$ cat config.mk
export PLATFORM = sky130hd
export DESIGN_NAME = lcd_text_ctrl
export DESIGN_NICKNAME = d
export VERILOG_FILES = /design/src/rtl/lcd_text_ctrl.sv
export SDC_FILE = /design/constraint.sdc
export NUM_CORES = 1
export LEC_CHECK = 0
export CORE_MARGIN = 2
export CORE_UTILIZATION = 53
export DETAILED_ROUTE_END_ITERATION = 10
export GPL_TIMING_DRIVEN = 0
export PLACE_DENSITY = 0.89
export SYNTH_ARGS = -nofsm -noshare
export SYNTH_HDL_FRONTEND = slang
export SYNTH_SLANG_ARGS = --single-unit
export TNS_END_PERCENT = 30
$ cat constraint.sdc
create_clock -name clk -period 11.7 [get_ports clk]
set_input_delay 1.755 -clock clk [delete_from_list [all_inputs] [get_ports clk]]
set_output_delay 1.755 -clock clk [all_outputs]
set_load 0.05 [all_outputs]
$ cat src/rtl/lcd_text_ctrl.sv
// lcd_text_ctrl: HD44780-compatible character LCD driver, 8-bit write-only mode,
// ROWS x COLS text. Runs the power-up/init sequence, then rewrites the whole text
// buffer on each start request (one-deep pending request while busy).
// Optional feature macro: LCD_AUTO_REFRESH_EN -- when defined, a difference between
// text_in and the latched buffer while idle is treated as a start request.
// All timing parameters must be >= 1.
module lcd_text_ctrl #(
  parameter int ROWS           = 2,
  parameter int COLS           = 16,
  parameter int POWERUP_CYC    = 750000,
  parameter int SETUP_CYC      = 2,
  parameter int EN_PULSE_CYC   = 25,
  parameter int CMD_WAIT_CYC   = 2500,
  parameter int CLEAR_WAIT_CYC = 100000
) (
  input  logic                   clk,
  input  logic                   rst,
  input  logic [ROWS*COLS*8-1:0] text_in,
  input  logic                   start,
  output logic                   busy,
  output logic                   done,
  output logic                   rs,
  output logic                   rw,
  output logic                   en,
  output logic [7:0]             data
);

  localparam int MAX_CYC = (POWERUP_CYC > CLEAR_WAIT_CYC) ? POWERUP_CYC : CLEAR_WAIT_CYC;
  localparam int CNT_W   = $clog2(MAX_CYC + 1);

  localparam logic [CNT_W-1:0] PWR_LAST   = CNT_W'(POWERUP_CYC - 1);
  localparam logic [CNT_W-1:0] SETUP_LAST = CNT_W'(SETUP_CYC - 1);
  localparam logic [CNT_W-1:0] PULSE_LAST = CNT_W'(EN_PULSE_CYC - 1);
  localparam logic [CNT_W-1:0] CMD_LAST   = CNT_W'(CMD_WAIT_CYC - 1);
  localparam logic [CNT_W-1:0] CLR_LAST   = CNT_W'(CLEAR_WAIT_CYC - 1);
  localparam logic [1:0]       ROW_LAST   = 2'(ROWS - 1);
  localparam logic [5:0]       COL_LAST   = 6'(COLS - 1);

  typedef enum logic [2:0] {S_PWR, S_INIT, S_IDLE, S_ADDR, S_CHAR, S_DONE} state_t;
  typedef enum logic [1:0] {PH_SETUP, PH_PULSE, PH_WAIT} phase_t;

  // HD44780 init: 8-bit/2-line/5x8, display on, clear, entry mode increment
  function automatic logic [7:0] init_cmd(input logic [1:0] idx);
    case (idx)
      2'd0:    init_cmd = 8'h38;
      2'd1:    init_cmd = 8'h0C;
      2'd2:    init_cmd = 8'h01;
      default: init_cmd = 8'h06;
    endcase
  endfunction

  // DDRAM start address of each display row
  function automatic logic [6:0] row_base(input logic [1:0] row);
    case (row)
      2'd0:    row_base = 7'h00;
      2'd1:    row_base = 7'h40;
      2'd2:    row_base = 7'h14;
      default: row_base = 7'h54;
    endcase
  endfunction

  state_t                 r_state, w_state_nxt;
  phase_t                 r_ph, w_ph_nxt;
  logic [CNT_W-1:0]       r_cnt, w_cnt_nxt;
  logic [1:0]             r_init_idx, w_init_idx_nxt;
  logic [1:0]             r_row, w_row_nxt;
  logic [5:0]             r_col, w_col_nxt;
  logic                   r_pend, w_pend_nxt;
  logic [ROWS*COLS*8-1:0] r_buf, w_buf_nxt;
  logic                   r_en, r_busy, r_done;
  logic                   w_go, w_begin, w_rs;
  logic [7:0]             w_data;
  logic [CNT_W-1:0]       w_wait_last;
  logic [7:0]             w_bytes [4][64];

  // Byte view of the latched buffer, padded so row/col registers index it exactly
  for (genvar gr = 0; gr < 4; gr++) begin : g_row
    for (genvar gc = 0; gc < 64; gc++) begin : g_col
      if (gr < ROWS && gc < COLS) begin : g_used
        assign w_bytes[gr][gc] = r_buf[(gr*COLS + gc)*8 +: 8];
      end else begin : g_pad
        assign w_bytes[gr][gc] = 8'h20;
      end
    end
  end

`ifdef LCD_AUTO_REFRESH_EN
  assign w_go = start | r_pend | (text_in != r_buf);
`else
  assign w_go = start | r_pend;
`endif

  // Bus content of the transfer in progress, held through setup, pulse and wait
  always_comb begin
    w_rs   = 1'b0;
    w_data = 8'h00;
    case (r_state)
      S_INIT: w_data = init_cmd(r_init_idx);
      S_ADDR: w_data = {1'b1, row_base(r_row)};
      S_CHAR: begin
        w_rs   = 1'b1;
        w_data = w_bytes[r_row][r_col];
      end
      default: ;
    endcase
    w_wait_last = (!w_rs && w_data == 8'h01) ? CLR_LAST : CMD_LAST;
  end

  // Next-state logic: FSM sequencing, transfer phases, request handling
  always_comb begin
    w_state_nxt    = r_state;
    w_ph_nxt       = r_ph;
    w_cnt_nxt      = r_cnt + 1'b1;
    w_init_idx_nxt = r_init_idx;
    w_row_nxt      = r_row;
    w_col_nxt      = r_col;
    w_pend_nxt     = r_pend | start;
    w_buf_nxt      = r_buf;
    w_begin        = 1'b0;
    case (r_state)
      S_PWR: begin
        if (r_cnt == PWR_LAST) begin
          w_state_nxt    = S_INIT;
          w_ph_nxt       = PH_SETUP;
          w_cnt_nxt      = '0;
          w_init_idx_nxt = 2'd0;
        end
      end
      S_IDLE: begin
        w_cnt_nxt = '0;
        w_begin   = w_go;
      end
      S_INIT, S_ADDR, S_CHAR: begin
        case (r_ph)
          PH_SETUP: if (r_cnt == SETUP_LAST) begin
            w_ph_nxt  = PH_PULSE;
            w_cnt_nxt = '0;
          end
          PH_PULSE: if (r_cnt == PULSE_LAST) begin
            w_ph_nxt  = PH_WAIT;
            w_cnt_nxt = '0;
          end
          default: if (r_cnt == w_wait_last) begin
            w_ph_nxt  = PH_SETUP;
            w_cnt_nxt = '0;
            if (r_state == S_INIT) begin
              if (r_init_idx == 2'd3) begin
                w_state_nxt = S_IDLE;
                w_begin     = w_go;
              end else begin
                w_init_idx_nxt = r_init_idx + 1'b1;
              end
            end else if (r_state == S_ADDR) begin
              w_state_nxt = S_CHAR;
              w_col_nxt   = '0;
            end else if (r_col != COL_LAST) begin
              w_col_nxt = r_col + 1'b1;
            end else if (r_row != ROW_LAST) begin
              w_state_nxt = S_ADDR;
              w_row_nxt   = r_row + 1'b1;
            end else begin
              w_state_nxt = S_DONE;
            end
          end
        endcase
      end
      default: begin
        w_cnt_nxt   = '0;
        w_state_nxt = S_IDLE;
        w_begin     = w_go;
      end
    endcase
    // A refresh starts on the same edge the controller would otherwise go idle
    if (w_begin) begin
      w_state_nxt = S_ADDR;
      w_ph_nxt    = PH_SETUP;
      w_cnt_nxt   = '0;
      w_row_nxt   = '0;
      w_col_nxt   = '0;
      w_pend_nxt  = 1'b0;
      w_buf_nxt   = text_in;
    end
  end

  // State and output registers
  always_ff @(posedge clk or posedge rst) begin
    if (rst) begin
      r_state    <= S_PWR;
      r_ph       <= PH_SETUP;
      r_cnt      <= '0;
      r_init_idx <= '0;
      r_row      <= '0;
      r_col      <= '0;
      r_pend     <= 1'b0;
      r_buf      <= {(ROWS*COLS){8'h20}};
      r_en       <= 1'b0;
      r_busy     <= 1'b1;
      r_done     <= 1'b0;
    end else begin
      r_state    <= w_state_nxt;
      r_ph       <= w_ph_nxt;
      r_cnt      <= w_cnt_nxt;
      r_init_idx <= w_init_idx_nxt;
      r_row      <= w_row_nxt;
      r_col      <= w_col_nxt;
      r_pend     <= w_pend_nxt;
      r_buf      <= w_buf_nxt;
      r_en       <= (w_ph_nxt == PH_PULSE);
      r_busy     <= (w_state_nxt != S_IDLE);
      r_done     <= (w_state_nxt == S_DONE);
    end
  end

  assign rs   = w_rs;
  assign data = w_data;
  assign rw   = 1'b0;
  assign en   = r_en;
  assign busy = r_busy;
  assign done = r_done;

endmodule
# == Word-level counts from Yosys, hierarchy flattened ==
# Index checks and enable logic that the tools add are counted.
# op_classes
n_reduce_logical,16
eq_ne,29
order_cmp,2
addsub,4
n_bitwise,3
muxes,62
# ops
cell,n
$bmux 512 s2,1
$mux 512,2
$mux 20,5
$pmux 20 s2,2
$bmux 8 s6,1
$mux 6,7
$mux 2,18
$mux 3,9
$pmux 8 s3,1
$pmux 7 s3,1
$add 20x1->20 const B,1
$eq 20x1->1 const B,1
$eq 20x17->1,1
$eq 20x20->1 const B,1
$eq 20x5->1 const B,1
$pmux 6 s3,1
$mux 17,1
$mux 8,2
$ne 2x2->1 const B,8
$pmux 2 s2,3
$pmux 3 s3,1
$eq 2x1->1 const B,4
$eq 8x1->1 const B,1
$reduce_bool 2->1,4
other kinds (26),39
# totals
regBits,295
out_inout_bits,13
elab_cells,127

# == Logic depth before layout (Yosys ltp) ==
# Gate-level depths: netlist of the first run.
# depth
ltp_word,17
ltp_mapped,13

# == Worst setup path before layout of the first run ==
# Ideal clock, no wire load.
# synth_timing
path_type,register to output
from,register r_col[0]
to,output port data[2]
arrival_time_ns,3.784
path_stages_with_launch,8
path_slack_ns,6.161
path_buffers,4
cell_sequence,dfrtp_1 -> buf_6 -> buf_2 -> buf_2 -> clkbuf_1 -> mux4_2 -> mux2i_1 -> o311ai_0
# synth_between
elab_chain_cells,5
# synth_rtl
item,line_no,rtl
from (decl),67,"logic [5:0] r_col, w_col_nxt;"
from (signal assigned),205,r_col <= w_col_nxt;
$not 6->7 (not written as such),102,w_data = w_bytes[r_row][r_col];
$bmux 8 s6,102,
$mux 8 (not written as such) (2 in series),102,
$pmux 8 s3,97,case (r_state)
to (decl),25,output logic [7:0] data
# Every way passes these cells. The select of a mux whose other input is x is not followed.

# == Worst setup path in the final report of the first run ==
# layout_timing
from,register r_row[0]
to,output port data[1]
# layout_between
elab_chain_cells,8
# layout_rtl
item,line_no,rtl
from (decl),66,"logic [1:0] r_row, w_row_nxt;"
from (signal assigned),204,r_row <= w_row_nxt;
$not 2->3 (not written as such),102,
$bmux 512 s2,102,
$mux 512 (not written as such) (2 in series),102,
$bmux 8 s6,102,
$mux 8 (not written as such) (2 in series),102,
$pmux 8 s3,97,
# Every way passes these cells. The select of a mux whose other input is x is not followed.

==> impl_metrics.tcl, run 1 <==
set metrics [dict create \
    reg2reg_slack_ns 7.42 \
    antenna_found_initial 11 \
    drc 0 \
    fin_nets 1554 \
    drt_iter0_drc 780 \
    synth_fp_nets 1249 \
    num-fill-cells 1758 \
    ir_drop_v 0.000117 \
    dp_slack_ns 5.26 \
    worstSetupPathType "reg -> out" \
    fp.coreArea_um2 26900 \
    synthArstFlopShare 1.00 \
    grt.overflow.total 0 \
    cts_tree "built" \
    clk_latency_ns 0.58 \
    holdWs_ns 0.497 \
    synth_edf_count 0 \
    required_ns 9.95 \
    slew_violations 0 \
    htreeDepth 1 \
    grt_pass1_wl_mm 65.1 \
    fp.dieW_um 169 \
    slew_headroom 0.0823 \
    synth_cell_types 60 \
    ctsResizeCount 0 \
    via_per_inst 6.09 \
    crit_path_max_fanout 10 \
    skew_ns 0.0178 \
    arrival_ns 5.54 \
    fmax_mhz 137 \
    hold_path_class "reg -> reg" \
    leakagePower_nw 8.38 \
    place.port_buffers 270 \
    drive_above_1_share 0.349 \
    worst_pin_slew_ns 1.38 \
    syn_inst 978 \
    cts_setup_buffers 0 \
    numCtsBuffers 31 \
    layout_common_cells "270 x clkdlybuf4s50_1, 262 x dfrtp_1, 157 x mux2_2" \
    synthTopCellsByArea "dfrtp_1 45%, mux2_2 12%, mux4_2 11%" \
    synth_seq_cells 295 \
    p_per_area_nw_per_um2 125 \
    clockBufferDepth 3 \
    drv_cap 0 \
    hold_buffers 0 \
    cts-root-buf "clkbuf_16" \
    final_cell_count_no_fill 1658 \
    final_antenna_net_count 0 \
    groute.usage.overall 0.309 \
    place.gp.congestion 0.917 \
    post-route-min-period_ns 7.30 \
    setup_viol 0 \
    syn_area_um2 14500 \
    wl_mm 44.1 \
    row_count 60 \
    cts.sinks 295 \
    grt_max_degree 136 \
    hold_viol 0 \
    dr.pass1.iters 5 \
    synth_top_area_frac 0.452 \
    crit_path_end_kind "primary output" \
    total_power_mw 2.33 \
    grt_pass1_vias 10674 \
    yosysWarningCount 0 \
    yosys.area.top_type "dfrtp_1" \
    fin_ws_ns 4.40 \
    vias 10092 \
    synth-main-ff-cell "dfrtp_1" \
    avgSynthCellArea_um2 14.8 \
    wl_per_cell_um 26.6 \
    rsz0062_at_grt "no" \
    dieArea_um2 28700 \
    dp_cells 1591 \
    outcome "finished, final reports clean" \
    clk_pin_slew_ns 0.06 \
    fin_crit_sh 0.624 \
    dpl.hpwl_mm 31.2 \
    start_kind "flop" \
    ys_seq_area_frac 0.512 \
    areaGrowthSynthToFinish_pct 28.9 \
    die_y_um 169 \
    ios 272 \
    layout_commonest_cell "clkdlybuf4s50_1" \
    initial_utilization 0.540 \
]
## worst max-delay path, cell delays in order (launching register included)
cell and delay (ns):
dfrtp_1 0.49, buf_2 0.41, buf_1 0.81, clkbuf_1 0.79
mux4_2 0.37, nor2b_1 0.42, a2111oi_0 0.15, o41ai_1 0.58
clkdlybuf4s50_1 0.92
## cells in the mapped netlist, types with 10 or more instances
| master | count |
|---|---|
| a21oi_1 | 11 |
| o21ai_0 | 12 |
| clkbuf_1 | 20 |
| nor2_1 | 45 |
| ha_1 | 12 |
| mux2_4 | 100 |
| buf_2 | 14 |
| mux4_2 | 68 |
| nand2_1 | 31 |
| xor2_1 | 12 |
| o211ai_1 | 10 |
| mux2_2 | 157 |
| nand3_1 | 19 |
| dfstp_2 | 33 |
| mux2i_1 | 18 |
| nor3_1 | 13 |
| buf_4 | 10 |
| buf_6 | 14 |
| dfrtp_1 | 262 |
## kinds of logic (layout without fill, tap and decap cells)
logic type	count (synthesis)	after routing	synth area share
other cells	1	10	0.000259
compound gates	61	61	0.0301
flops	295	295	0.512
xor+xnor	19	19	0.0115
simple gates	168	168	0.0585
fa+ha+maj	12	12	0.0104
buf+inv	74	404	0.0302
mux	348	348	0.347
## area by class of cell
cell class | instances | area (µm²) | area share
sequential | 295 | 7420 | 0.397
multi-input combinational | 609 | 6640 | 0.355
antenna | 9 | 22.5 | 0.00120
timing repair buffer | 272 | 2760 | 0.147
inverter | 10 | 45.0 | 0.00241
clock buffer | 49 | 893 | 0.0478
tap | 341 | 427 | 0.0228
buffer | 64 | 400 | 0.0214
clock inverter | 9 | 87.6 | 0.00468
## sequential cells by signal, summed over array words and instances, names as in the netlist, 2 cells and up
| register | count |
|---|---|
| r_col | 6 |
| r_buf | 256 |
| r_row | 2 |
| r_init_idx | 2 |
| r_cnt | 20 |
| r_ph | 2 |
| r_state | 3 |
## final timing paths
kind | end | startpoint | cells after the start
worst max-delay path | data[1] | r_row[0] | 8
worst min-delay path | r_buf[28] | r_buf[28] | 1
worst max register to register | r_buf[162] | r_row[0] | 12
worst min register to register | r_buf[28] | r_buf[28] | 1
max in group asynchronous | r_buf[245] | rst | 4
min in group asynchronous | r_buf[58] | rst | 2
## where the power goes
part	internal (mW)	total, mW	switching, mW
Combinational	0.166	0.270	0.104
Clock	0.546	0.959	0.413
Sequential	1.07	1.10	0.0297
## through the flow
| step | util | setup TNS, ns | instance area, µm² |
|---|---|---|---|
| finish | 0.696 | 0 | 18700 |
| global route | 0.696 | 0 | 18700 |
| CTS | 0.695 | 0 | 18700 |
| detailed placement | 0.658 | 0 | 17700 |
| global placement | 0.656 | -391.82 | 17600 |
| floorplan | - | 0 | 14500 |
## metal layers
layer / share of wire / global-route usage / wire, µm / vias to the layer above
li1: - / - / - / 4229
met1: 0.36 / 0.366 / 16100 / 5181
met2: 0.49 / 0.515 / 21700 / 520
met3: 0.082 / 0.0868 / 3600 / 156
met4: 0.061 / 0.166 / 2680 / 6
met5: 0.0011 / 0 / 48 / -
(Power assumes the default switching activity.)
==> run 2, diff against run 1 <==
CORE_UTILIZATION = 48   (was 53)
PLACE_DENSITY = 0.85   (was 0.89)
clock period = 6.2 ns   (was 11.7 ns; I/O delays follow)
==> impl_metrics.tcl, run 2 (synthesized netlist as in run 1, its figures left out) <==
set metrics [dict create \
    outcome "finished, final reports clean" \
    crit_family "buffers and inverters" \
    combPwrFrac 0.109 \
    p_switching_mw 1.06 \
    top_register "r_buf" \
    arrival_ns 5.17 \
    slew_violations 0 \
    row_count 63 \
    holdWs_ns 0.501 \
    htreeDepth 2 \
    dieArea_um2 31600 \
    hold_viol 0 \
    crit_path_max_fanout 10 \
    clk_latency_ns 0.52 \
    place.gp.congestion 0.926 \
    die_y_um 178 \
    setup_viol 0 \
    place.port_buffers 270 \
    seqPwrFrac 0.446 \
    dr.pass1.iters 5 \
    worst_pin_slew_ns 1.22 \
    dpl.hpwl_mm 31.8 \
    ios 272 \
    p_per_area_nw_per_um2 244 \
    cts.sinks 295 \
    path_cells "buf_2 > buf_1 > clkdlybuf4s15_1 > mux4_2 > nor2b_1 > a211oi_1 > o41ai_1 > clkdlybuf4s50_1" \
    required_ns 5.27 \
    crit_buf_inv 4 \
    wl_mm 42.9 \
    cts_tree "built" \
    fin_crit_sh 0.983 \
    initial_utilization 0.488 \
    final_antenna_net_count 0 \
    largest_reg_flops 256 \
    seq_area_um2 7420 \
    num-fill-cells 2164 \
    fp.dieW_um 178 \
    fmax_mhz 164 \
    grt_pass1_wl_mm 64.3 \
    antenna_found_initial 6 \
    clk_pin_slew_ns 0.06 \
    power.share.clock 0.444 \
    total_power_mw 4.65 \
    p_sw_frac 0.227 \
    vias 9819 \
    layout_common_cells "270 x clkdlybuf4s50_1, 262 x dfrtp_1, 157 x mux2_2" \
    drive_above_1_share 0.359 \
    cts_setup_buffers 0 \
    skew_ns 0.0241 \
    slew_headroom 0.187 \
    via_per_inst 5.76 \
    fin_nets 1561 \
    hold_path_class "reg -> reg" \
    worstSetupPathType "reg -> out" \
    layout_commonest_cell "clkdlybuf4s50_1" \
    fin_ws_ns 0.105 \
    dp_slack_ns 0.544 \
    power.internal_mw 3.59 \
    leakagePower_nw 8.51 \
    multi_input_area_um2 6640 \
    areaGrowthSynthToFinish_pct 31.0 \
    cpPeakStageDelay_ns 0.94 \
    rsz0062_at_grt "yes" \
    ir_drop_v 0.000166 \
    hold_buffers 0 \
    reg.largest.list "r_buf: 256 flops, r_cnt: 20 flops, r_col: 6 flops" \
    wl_per_cell_um 25.2 \
    drc 0 \
    crit_path_end_kind "primary output" \
    grt_max_degree 45 \
    start_kind "flop" \
    numCtsBuffers 34 \
    groute.usage.overall 0.278 \
    clockBufferDepth 3 \
    cpMaxStageDelayCell "clkdlybuf4s50_1" \
    post-route-min-period_ns 6.10 \
    grt.overflow.total 0 \
    fp.coreArea_um2 29700 \
    grt_pass1_vias 10659 \
    cts-root-buf "clkbuf_16" \
    drt_iter0_drc 651 \
    drv_cap 0 \
]
-- run 2: cell types whose count changed in the layout (fill, tap and decap cells not counted), moves of 2 or more --
cell / delta
diode_2: -7
clkbuf_1: -10
clkbuf_8: +2
clkinv_8: +2
buf_1: -2
buf_16: -2
bufinv_16: +2
clkinv_2: -3
clkbuf_2: +3
buf_12: +7
clkinv_4: +2
clkbuf_16: +4
-- run 2: timing repair --
item	4_1_cts	5_1_grt
resized for setup	1	6
endpoints found under the hold margin	0	0
setup endpoints to repair	1	4
-- run 2: per-layer routing --
metal | share of wire | global-route usage | routed length, µm
met2 | 0.49 | 0.455 | 21000
met3 | 0.074 | 0.0638 | 3160
met1 | 0.41 | 0.363 | 17500
met4 | 0.029 | 0.101 | 1230
met5 | 0.00026 | 0 | 11
-- run 2: worst reg2reg max path, cell delays in order, from the launching register on --
cell and delay, ns:
dfrtp_1 0.36, clkbuf_1 0.39, buf_4 0.45, mux2i_1 0.33
a21oi_1 0.11, nand4b_1 0.23, nand3_2 0.14, o32ai_4 0.55
a21oi_2 0.15, nor3_1 0.42, buf_2 0.36, buf_2 0.33
mux2_2 0.37
-- run 2: layout make-up --
class,instances,share of cell area
buffer,63,0.0214
tap,390,0.0257
clock buffer,48,0.0523
inverter,10,0.00217
clock inverter,11,0.00856
multi-input combinational,609,0.349
sequential,295,0.391
antenna,2,0.000263
timing repair buffer,277,0.150
-- run 2: path summary, 6_finish.rpt --
path	slack, ns	depth (start not counted)	end	start
worst max-delay path	0.10	8	data[6]	r_row[0]
worst min-delay path	0.50	1	r_buf[32]	r_buf[32]
worst max register to register	1.88	12	r_buf[162]	r_col[1]
worst min register to register	0.50	1	r_buf[32]	r_buf[32]
max in group asynchronous	4.13	5	r_buf[245]	rst
min in group asynchronous	0.85	2	r_buf[98]	rst
-- run 2: power by group through the flow --
| stage | Sequential [mW] | Clock (mW) | Combinational [mW] |
|---|---|---|---|
| final | 2.07 | 2.06 | 0.509 |
| after global routing | 2.08 | 2.16 | 0.539 |
| after CTS | 2.07 | 2.08 | 0.513 |
| after detailed placement | 2.10 | 0 | 0.510 |
| after global placement | 2.10 | 0 | 0.488 |
| after floorplan | 2.09 | 0 | 0.244 |
-- run 2: per-stage QoR --
step | TNS, ns | util | area (µm²) | instances
detailed placement | 0 | 0.600 | 17800 | 1645
global placement | -156.73 | 0.596 | 17700 | 1638
CTS | 0 | 0.639 | 19000 | 1704
finish | 0 | 0.640 | 19000 | 1705
floorplan | 0 | - | 14500 | 978
global route | -0.0889 | 0.640 | 19000 | 1705
